[src/rtl/program_counter.sv]
// Architectural PC register for the IF stage of the 5-stage RISC core.
// Captures the upstream next-PC value every clock; no next-PC arithmetic here.
// Optional feature: define PC_STALL_EN to add a stall input (holds the PC) and
// a registered misaligned flag for the most recently loaded PC_in.
module program_counter #(
  parameter int unsigned WIDTH        = 32,
  parameter logic [31:0] RESET_VECTOR = 32'h0000_0000,
  parameter int unsigned ALIGN_BITS   = 0
) (
  input  logic             clk,
  input  logic             reset,
  input  logic [WIDTH-1:0] PC_in,
`ifdef PC_STALL_EN
  input  logic             stall,
  output logic             misaligned,
`endif
  output logic [WIDTH-1:0] PC_out
);

  // Clears the low ALIGN_BITS bits; all ones when ALIGN_BITS is 0.
  localparam logic [WIDTH-1:0] AlignMask =
    ~((WIDTH'(1) << ALIGN_BITS) - WIDTH'(1));
  localparam logic [WIDTH-1:0] ResetPc = WIDTH'(RESET_VECTOR) & AlignMask;

  logic [WIDTH-1:0] pc_q;
  logic [WIDTH-1:0] pc_d;

  // Aligned version of the incoming next-PC.
  always_comb begin
    pc_d = PC_in & AlignMask;
  end

`ifdef PC_STALL_EN
  logic misaligned_q;

  // PC register: reset > stall > load.
  always_ff @(posedge clk) begin
    if (reset) begin
      pc_q         <= ResetPc;
      misaligned_q <= 1'b0;
    end else if (!stall) begin
      pc_q         <= pc_d;
      // Flag reflects the raw PC_in, before alignment masking.
      misaligned_q <= |PC_in[1:0];
    end
  end

  assign misaligned = misaligned_q;
`else
  // PC register: reset, otherwise load every cycle.
  always_ff @(posedge clk) begin
    if (reset) begin
      pc_q <= ResetPc;
    end else begin
      pc_q <= pc_d;
    end
  end
`endif

  assign PC_out = pc_q;

endmodule

[config.mk]
export PLATFORM = sky130hd
export DESIGN_NAME = program_counter
export DESIGN_NICKNAME = d
export VERILOG_FILES = /design/src/rtl/program_counter.sv
export SDC_FILE = /design/constraint.sdc
export NUM_CORES = 1
export LEC_CHECK = 0
export ABC_AREA = 1
export BUFFER_PORTS_ARGS = -buffer_cell sky130_fd_sc_hd__buf_2
export CAP_MARGIN = 25
export CORE_ASPECT_RATIO = 0.9
export CORE_MARGIN = 2
export CORE_UTILIZATION = 41
export CTS_CLUSTER_DIAMETER = 120
export DETAILED_ROUTE_END_ITERATION = 7
export GPL_TIMING_DRIVEN = 0
export HOLD_SLACK_MARGIN = 0.02
export MAX_ROUTING_LAYER = met4
export PLACE_DENSITY = 0.8
export SLEW_MARGIN = 25
export SYNTH_ARGS = -nofsm -noshare
export SYNTH_HDL_FRONTEND = slang
export SYNTH_SLANG_ARGS = --single-unit
[constraint.sdc]
create_clock -name clk -period 0.8 [get_ports clk]
set_input_delay 0.08 -clock clk [delete_from_list [all_inputs] [get_ports clk]]
set_output_delay 0.08 -clock clk [all_outputs]
set_load 0.005 [all_outputs]
# == Yosys cells after proc, flatten, opt, wreduce, memory -nomap -nowiden ==
# Index checks and enable logic that the tools add are counted.
# word_totals
register_bits,32
input_bits,34
output_inout_bits,32
wordCells,1

# == Logic depth before layout (Yosys ltp) ==
# logic_depth
ltp_word,0
depth_mapped,2
depth_no_buf,2

# == Least setup slack after synthesis ==
# No wires, ideal clock.
# synth_timing
kind,register to output
startpoint,reg pc_q[0] (netlist: PC_out[0])
endpoint,out PC_out[0]
t_arrival_ns,0.298
required_time_ns,0.720
path_slack_ns,0.422
path_stages_with_launch,1
path_buffers,0
cell_sequence,dfxtp_1
# synth_rtl
element,line,text
from (decl),25,logic [WIDTH-1:0] pc_q;
from (signal assigned),53,pc_q <= ResetPc;
from (signal assigned),55,pc_q <= pc_d;
to (decl),17,output logic [WIDTH-1:0] PC_out
# No word-level cell between the ends.

# == Worst setup path after layout ==
# layout_timing
startpoint,reg pc_q[23] (netlist: PC_out[23])
endpoint,out PC_out[23]
# No word-level cell between the ends.

==> impl_metrics.ini <==
[outcome]
status = finished with violations
violations = negative setup slack

[power]
switching_share_pct = 22.6
p_int_uw = 2400
combPwrFrac_pct = 14.3
power_frac_seq_pct = 55.2
powerDensity_nw_per_um2 = 1800
p_leak_uw = 0.000983
irDropWorstVdd_v = 0.00163
p_sw_uw = 699
clkPwrFrac_pct = 30.5

[clocking]
htreeDepth = 2
cts_sinks = 32
root_buffer = clkbuf_4
cts_tree = yes
clock_tree.buffer_depth = 2
path_clk_slew_ns = 0.10
numCtsBuffers = 5
postCtsSetupRepairBufs = 0

[flow_run]
cap_violations = 0

[grt]
met2_usage_pct = 39.2
grt-ovfl-total = 0
grtUsageMet1_pct = 23.3
grt_busiest_layer = met2
grt_pass1_vias = 939
grt_start_max_net_pins = 11
grt_first_pass_wirelength_um = 4010
antenna_found_initial = 0
grtUsageTotal_pct = 23.2
grt.met3_usage_pct = 10.1

[floorplanning]
die_x_um = 53.8
core_um2 = 2140
start_util_pct = 42.7
fp.dieArea_um2 = 2620
rows = 16
die_y_um = 48.8
io_pins = 66

[sta]
setup_violations = 33
maxSlewViolCount = 0
setup_ws_ns = -0.0549
hold_violations = 0
layout_worst_path_cycle_share_pct = 107
rsz0062_at_grt = true
fin_crit_ns = 0.855
relSlewSlack_pct = 90.9
worstMarginPinSlew_ns = 0.136
fmax_ghz = 1.17

[yosys]
ys_ff_latch = 32
syn_nets = 133
synth_flop_cell = dfxtp_1
synth_common_cells = 32 x dfxtp_1, 32 x inv_1, 32 x nor2_1
synth_edf_count = 0
synthDistinctLibCells = 4
ys_async_sr_fraction_pct = 0
yosys_warnings = 0
synthCells = 99
synth_area_um2 = 915
yosys-top-cells-area = dfxtp_1 70%, inv_1 13%, nor2_1 13%
yosysSeqAreaShare_pct = 70.0
synth_top_area_share_pct = 70.0
synth.avg_cell_area_um2 = 9.24
yosys.area.top_type = dfxtp_1

[place]
dp_hpwl_um = 1360
gp_congestion = 0.623
placed_area_um2 = 1270
io_buffers = 65

[layout]
final_nets = 238
antenna_cells = 0
final_area_um2 = 1720
drive_above_1_share_pct = 41.5
area_growth_pct = 88.4
fillers = 143
fin_util_pct = 80.4
largest_register_ffs = 32

[setup_path]
cp_data_arrival_time_ns = 0.77
path_buf_inv = 1
critical-path-slowest-cell = dfxtp_1
crit_path_max_fanout = 1
slowest_delay_ns = 0.33
end_kind = output pin
path_class = reg2out
crit_family = flip-flops
cp-start-kind = flop
crit_cells = 1
required_ns = 0.72
crit_chain = buf_2

[detailed_routing]
dr_total_vias = 953
ant_nets = 0
drt-initial-drc-count = 7
post_drt_wl_per_cell_um = 12.0
drt_wl_total_um = 2790
dr.pass1.iters = 4
drc = 0
viasPerCell = 4.11

[worst_hold_path]
hold_path_class = in2reg
whs_path_depth = 4
## routing by layer
metal	part of all wire (%)	wire length [µm]	up-vias
met4	0.43	12	0
li1	-	-	474
met2	55	1530	47
met3	8.3	230	2
met1	36	1020	430
met5	0	0	-
## per-stage QoR
stage          hold slack, ns  worst slack, ns  total power (µW)  TNS, ns  cells
6_report                0.490          -0.0549              3100   -0.977    232
5_1_grt                 0.474           -0.110              3260    -2.51    232
4_1_cts                 0.469          -0.0532              3060    -1.22    232
3_5_place_dp            0.286            0.241              2010        0    191
3_3_place_gp            0.278            0.255              2000        0    191
2_1_floorplan           0.151            0.422              1840        0     99
## worst min-delay path: stages
cell	delay, ns
dlygate4sd3_1	0.52
buf_2	0.09
inv_1	0.03
nor2_1	0.07
## power by group through the flow
stage          Clock, µW  Sequential, µW  Combinational, µW
2_1_floorplan          0            1750               88.5
3_3_place_gp           0            1730                271
3_5_place_dp           0            1730                281
4_1_cts              957            1700                404
5_1_grt             1050            1720                488
6_report             943            1710                444
## logic make-up after synthesis
kind of cell           Yosys count  synth area share, %
buffers and inverters           35                 16.8
AND/OR/NAND/NOR                 32                 13.1
flip-flops                      32                 70.0
## final timing paths
check | startpoint | slack, ns | end
worst max-delay path | PC_out[23] | -0.05 | PC_out[23]
worst min-delay path | PC_in[19] | 0.49 | PC_out[19]
## cell type report
cell class / count / area (µm²) / share of cell area [%]
flip-flops and latches: 32 / 652 / 37.8
well taps: 27 / 33.8 / 1.96
multi-input cells: 32 / 125 / 7.26
inverters: 32 / 120 / 6.97
clock buffers: 8 / 58.8 / 3.41
plain buffers: 3 / 33.8 / 1.96
repair buffers: 98 / 699 / 40.6
## cells in the final DEF, fill, tap and decap left out
cell type	synthesis	routed
buf_2	0	58
dlygate4sd3_1	0	33
inv_1	32	32
nor2_1	32	30
dfxtp_1	32	23
buf_6	3	10
dfxtp_2	0	9
clkbuf_4	0	5
nor2_2	0	2
clkbuf_1	0	2
clkbuf_8	0	1
## repair_timing
action                                  4_1_cts  5_1_grt
pin swaps                                     0        0
endpoints found under the setup margin       32       34
gates resized for setup                       0       18
hold buffers                                 33        0
endpoints found under the hold margin        32        0
No activity file was read; power rests on OpenSTA's default activity.
